## src/rtl/serial_tx.sv

```systemverilog
`default_nettype none
// +----------------------------------------------------------------------------+
// | Module   : serial_tx                                                       |
// | Brief    : Start/data/stop serial transmitter, LSB first, fixed divider.   |
// | Revision : 1.0                                                           |
// +----------------------------------------------------------------------------+
module serial_tx #(
   parameter int CLKS_PER_BIT = 4,
   parameter int DATA_W       = 8
) (
   input  logic              c,
   input  logic              rn,
   input  logic [DATA_W-1:0] d,
   input  logic              v,
   output logic              rdy,
   output logic              so,
   output logic              busy
);

   localparam int c_cnt_w = (CLKS_PER_BIT > 1) ? $clog2(CLKS_PER_BIT) : 1;
   localparam int c_bit_w = (DATA_W > 1) ? $clog2(DATA_W) : 1;

   localparam logic [c_cnt_w-1:0] c_baud_last = c_cnt_w'(CLKS_PER_BIT - 1);
   localparam logic [c_cnt_w-1:0] c_baud_one  = c_cnt_w'(1);
   localparam logic [c_bit_w-1:0] c_bit_last  = c_bit_w'(DATA_W - 1);
   localparam logic [c_bit_w-1:0] c_bit_one   = c_bit_w'(1);

   localparam logic [1:0] c_idle  = 2'd0;
   localparam logic [1:0] c_start = 2'd1;
   localparam logic [1:0] c_data  = 2'd2;
   localparam logic [1:0] c_stop  = 2'd3;

   logic [1:0]         r_state;
   logic [1:0]         w_state_nxt;
   logic [c_cnt_w-1:0] r_baud;
   logic [c_cnt_w-1:0] w_baud_nxt;
   logic [c_bit_w-1:0] r_bit;
   logic [c_bit_w-1:0] w_bit_nxt;
   logic [DATA_W-1:0]  r_shift;
   logic [DATA_W-1:0]  w_shift_nxt;
   logic               r_so;
   logic               w_so_nxt;
   logic               r_rdy;
   logic               w_rdy_nxt;
   logic               r_busy;
   logic               w_busy_nxt;
   logic               w_baud_wrap;
   logic               w_bit_last;

   assign w_baud_wrap = (r_baud == c_baud_last);
   assign w_bit_last  = (r_bit == c_bit_last);

   always_ff @(posedge c) begin
      if (!rn) begin
         r_state <= c_idle;
         r_baud  <= '0;
         r_bit   <= '0;
         r_shift <= '0;
         r_so    <= 1'b1;
         r_rdy   <= 1'b1;
         r_busy  <= 1'b0;
      end else begin
         r_state <= w_state_nxt;
         r_baud  <= w_baud_nxt;
         r_bit   <= w_bit_nxt;
         r_shift <= w_shift_nxt;
         r_so    <= w_so_nxt;
         r_rdy   <= w_rdy_nxt;
         r_busy  <= w_busy_nxt;
      end
   end

   always_comb begin
      w_state_nxt = r_state;
      case (r_state)
         c_idle:  if (v)                         w_state_nxt = c_start;
         c_start: if (w_baud_wrap)               w_state_nxt = c_data;
         c_data:  if (w_baud_wrap && w_bit_last) w_state_nxt = c_stop;
         c_stop:  if (w_baud_wrap)               w_state_nxt = c_idle;
         default:                                w_state_nxt = c_idle;
      endcase
   end

   // Shift register always presents the next bit to send at bit 0.
   always_comb begin
      w_so_nxt    = r_so;
      w_rdy_nxt   = r_rdy;
      w_busy_nxt  = r_busy;
      w_bit_nxt   = r_bit;
      w_shift_nxt = r_shift;
      w_baud_nxt  = w_baud_wrap ? '0 : r_baud + c_baud_one;
      case (r_state)
         c_idle: begin
            w_baud_nxt = '0;
            w_so_nxt   = 1'b1;
            if (v) begin
               w_shift_nxt = d;
               w_bit_nxt   = '0;
               w_so_nxt    = 1'b0;
               w_rdy_nxt   = 1'b0;
               w_busy_nxt  = 1'b1;
            end
         end
         c_start: begin
            if (w_baud_wrap) begin
               w_so_nxt    = r_shift[0];
               w_shift_nxt = r_shift >> 1;
            end
         end
         c_data: begin
            if (w_baud_wrap) begin
               if (w_bit_last) begin
                  w_so_nxt = 1'b1;
               end else begin
                  w_so_nxt    = r_shift[0];
                  w_shift_nxt = r_shift >> 1;
                  w_bit_nxt   = r_bit + c_bit_one;
               end
            end
         end
         c_stop: begin
            if (w_baud_wrap) begin
               w_so_nxt   = 1'b1;
               w_rdy_nxt  = 1'b1;
               w_busy_nxt = 1'b0;
            end
         end
         default: begin
            w_baud_nxt = '0;
            w_so_nxt   = 1'b1;
            w_rdy_nxt  = 1'b1;
            w_busy_nxt = 1'b0;
         end
      endcase
   end

   assign rdy  = r_rdy;
   assign so   = r_so;
   assign busy = r_busy;

endmodule
`default_nettype wire
```

## config.mk

```make
export PLATFORM = sky130hd
export DESIGN_NAME = serial_tx
export DESIGN_NICKNAME = d
export VERILOG_FILES = /design/src/rtl/serial_tx.sv
export SDC_FILE = /design/constraint.sdc
export NUM_CORES = 1
export LEC_CHECK = 0
export CAP_MARGIN = 10
export CORE_ASPECT_RATIO = 0.6
export CORE_UTILIZATION = 40
export CTS_BUF_LIST = sky130_fd_sc_hd__clkbuf_4 sky130_fd_sc_hd__clkbuf_8
export DETAILED_ROUTE_END_ITERATION = 12
export SLEW_MARGIN = 20
export SYNTH_ARGS = -nofsm -noshare
export SYNTH_HDL_FRONTEND = slang
export SYNTH_SLANG_ARGS = --single-unit
```

## constraint.sdc

```tcl
create_clock -name c -period 1.9 [get_ports c]
set_clock_uncertainty 0.05 [all_clocks]
set_input_delay 0.38 -clock c [delete_from_list [all_inputs] [get_ports c]]
set_output_delay 0.38 -clock c [all_outputs]
set_load 0.02 [all_outputs]
```

==> flow_metrics.py <==
metrics = {
    "worst_setup_path": {
        "ff2ff_setup_slack_ns": 0.11,
        "cp_data_required_time_ns": 1.99,
        "r2r-start": "r_state[0]$_SDFFE_PN0P_",
        "cp_top_family": "adder cells",
        "startpoint_type": "flip-flop",
        "arrival_ns": 1.88,
        "crit_chain": "inv_1 -> ha_1 -> nor2_1 -> a211oi_4 -> mux2i_1 -> nor2b_1",
        "crit_fanout": 10,
        "slowest_stage": "ha_1",
        "critPathBufInv": 1,
        "cpPeakStageDelay_ns": 0.40,
        "reg2reg_to": "r_bit[2]$_SDFFE_PN0P_",
        "end_kind": "flip-flop",
        "ff2ff_path_depth": 6,
        "worstSetupPathType": "flip-flop to flip-flop",
    },
    "floorplanning": {
        "io_pins": 14,
        "die_area_sq_um": 2610,
        "die_x_microns": 65.2,
        "core_sq_um": 2210,
        "start_util_pct": 43.4,
        "die_h_microns": 39.9,
        "rows": 13,
    },
    "drt": {
        "wl_met3_microns": 76,
        "avgRoutedWirePerCell_microns": 12.0,
        "drt-total-wl_microns": 1700,
        "drc": 0,
        "ant_nets": 0,
        "routed.top_layer": "met4",
        "m1WireLength_microns": 947,
        "wl_met2_microns": 653,
        "drtIter0Drc": 21,
        "via_per_inst": 5.07,
        "drt-pass1-iter-count": 4,
        "num_vias": 715,
    },
    "clock_tree": {
        "htreeDepth": 1,
        "clk_pin_slew_ns": 0.07,
        "clk_path_buf_depth": 2,
        "post_cts_buffers": 0,
        "clock_latency_ns": 0.25,
        "cts.sinks": 18,
        "cts-root-buf": "clkbuf_8",
        "cts_buffers": 3,
        "cts_resized": 0,
        "cts_tree": "done",
        "hold_buffers": 0,
    },
    "min_path": {
        "holdPathEnd": "r_baud[0]$_SDFF_PP0_",
        "min_from": "r_baud[0]$_SDFF_PP0_",
        "hold_class": "flip-flop to flip-flop",
        "holdPathStages": 1,
    },
    "synth": {
        "synthArstFlopShare_pct": 0,
        "ys_seq_area_share_pct": 37.5,
        "netlist_instances": 99,
        "ys_seq_elements": 18,
        "synth.most_common_cell": "dfxtp_1",
        "synth_top_cell_by_area": "dfxtp_1",
        "synth.area.top_cells": "dfxtp_1 (38%), mux2i_1 (11%), ha_1 (9.1%), o211a_1 (8.3%), nand2_1 (5.5%)",
        "syn_area_per_cell_sq_um": 9.69,
        "yosysWarningCount": 0,
        "synthTopCellsByCount": "dfxtp_1 (18), nand2_1 (14), mux2i_1 (11)",
        "yosys.area_share.adder_pct": 9.13,
        "synth_edf_count": 0,
        "synthMuxAreaShare_pct": 11.5,
        "ys_types": 26,
        "yosys.area_share.simple_pct": 20.3,
        "synth_xor_area_share_pct": 0,
        "synth_top_family_by_area": "simple AND/OR/NAND/NOR gates",
        "synth_ff_type": "dfxtp_1",
        "syn_nets": 117,
        "syn_area_sq_um": 960,
        "synth_compound_area_share_pct": 17.5,
        "yosysTopAreaCellShare_pct": 37.5,
    },
    "sta": {
        "setup_viol": 0,
        "worst_hold_slack_ns": 0.384,
        "relSlewSlack_pct": 70.1,
        "worst_pin_slew_ns": 0.449,
        "maxSlewViolCount": 0,
        "rsz0062_at_grt": "no",
        "period_share_pct": 94.0,
        "period_needed_ns": 1.79,
        "hold_viol": 0,
        "setup_tns_ns": 0,
        "fmax_mhz": 560,
    },
    "status": {
        "outcome": "completed",
    },
    "global_route": {
        "grt_pass1_vias": 568,
        "grt_antenna_before_repair": 0,
        "grt_first_pass_wirelength_microns": 2570,
        "overflow": 0,
        "grt_max_degree": 21,
        "grt_usage_pct": 13.9,
    },
    "layout": {
        "areaGrowthSynthToFinish_pct": 19.7,
        "nets": 131,
        "final_area_sq_um": 1150,
        "drive_above_1_share_pct": 9.01,
        "multi_input_area_sq_um": 561,
        "diodes": 0,
        "fillers": 206,
        "seq_area_sq_um": 360,
    },
    "power_and_ir_drop": {
        "vdd_drop_max_uv": 580,
        "leakage_nw": 0.530,
        "total_power_w": 0.00177,
        "power.density_nw_per_um2": 1550,
    },
    "place": {
        "port_buffers": 13,
        "gp_congestion": 0.770,
        "hpwl_microns": 1260,
        "placement.cell_area_sq_um": 1110,
    },
    "job": {
        "max-cap-violations": 0,
    },
}
## per-layer routing
layer | up-vias | track usage (%)
met2 | 11 | 20.1
met5 | - | 0
met1 | 329 | 18.6
li1 | 373 | -
met3 | 2 | 5.97
met4 | 0 | 4.89
## report_power, final
group	switching, W	total [W]	internal (W)	leakage, nW
logic	0.000504	0.000944	0.000440	0.360
registers	0.0000722	0.000571	0.000498	0.148
clock network	0.000119	0.000260	0.000141	0.0216
total	0.000695	0.00177	0.00108	0.530
## layout make-up
cell class                      count  area share (%)
Inverter                            3           0.980
Multi-Input combinational cell     73            48.8
Timing Repair Buffer               14            12.0
Tap cell                           30            3.27
Clock buffer                        3            3.59
Sequential cell                    18            31.4
## stage by stage
step                instances  setup slack (ns)  utilization [%]
global route              141           0.00101             51.9
finish                    141             0.114             51.9
floorplan                  99             0.291                -
CTS                       141             0.115             51.9
detailed placement        138            0.0458             50.1
global placement          138            0.0795             50.1
## kinds of logic (layout without fill, tap and decap cells)
family / Yosys count / in the layout
DFF: 18 / 18
and+or+nand+nor: 35 / 35
adders and majority gates: 7 / 7
muxes: 11 / 11
buffers and inverters: 8 / 20
AOI/OAI and AO/OA: 20 / 20
## worst max path at each step
stage,from,to,slack (ns),cells after the start
floorplan,r_bit[0]$_SDFFE_PN0P_,r_bit[0]$_SDFFE_PN0P_,0.29,6
global placement,v,r_shift[6]$_SDFFE_PN0P_,0.08,5
detailed placement,v,r_shift[2]$_SDFFE_PN0P_,0.05,5
CTS,r_state[0]$_SDFFE_PN0P_,r_bit[2]$_SDFFE_PN0P_,0.11,6
global route,r_state[0]$_SDFFE_PN0P_,r_shift[1]$_SDFFE_PN0P_,0.001,6
finish,r_state[0]$_SDFFE_PN0P_,r_bit[2]$_SDFFE_PN0P_,0.11,6
## layout by cell type, fill, tap and decap left out
master,n
nor2b_1,7
and2_1,2
clkdlybuf4s50_1,13
and4bb_1,1
nand2b_2,1
o21ai_1,2
nand2_1,14
nor3_2,2
nor2_2,1
o211a_1,8
ha_1,7
nor2_1,4
o21ai_0,1
a211oi_4,1
o31ai_1,1
nand2b_1,1
a21oi_1,5
mux2i_1,11
dfxtp_1,18
o211ai_1,1
o2111a_2,1
buf_4,1
nand4b_1,1
nor4b_1,1
inv_1,3
clkbuf_8,3
## state kept, by name, indices dropped and copies added (netlist names)
| name | count |
|---|---|
| so | 1 |
| rdy | 1 |
| r_baud | 2 |
| r_shift | 8 |
| r_bit | 3 |
| busy | 1 |
| r_state | 2 |
No activity file was read; power rests on OpenSTA's default activity.
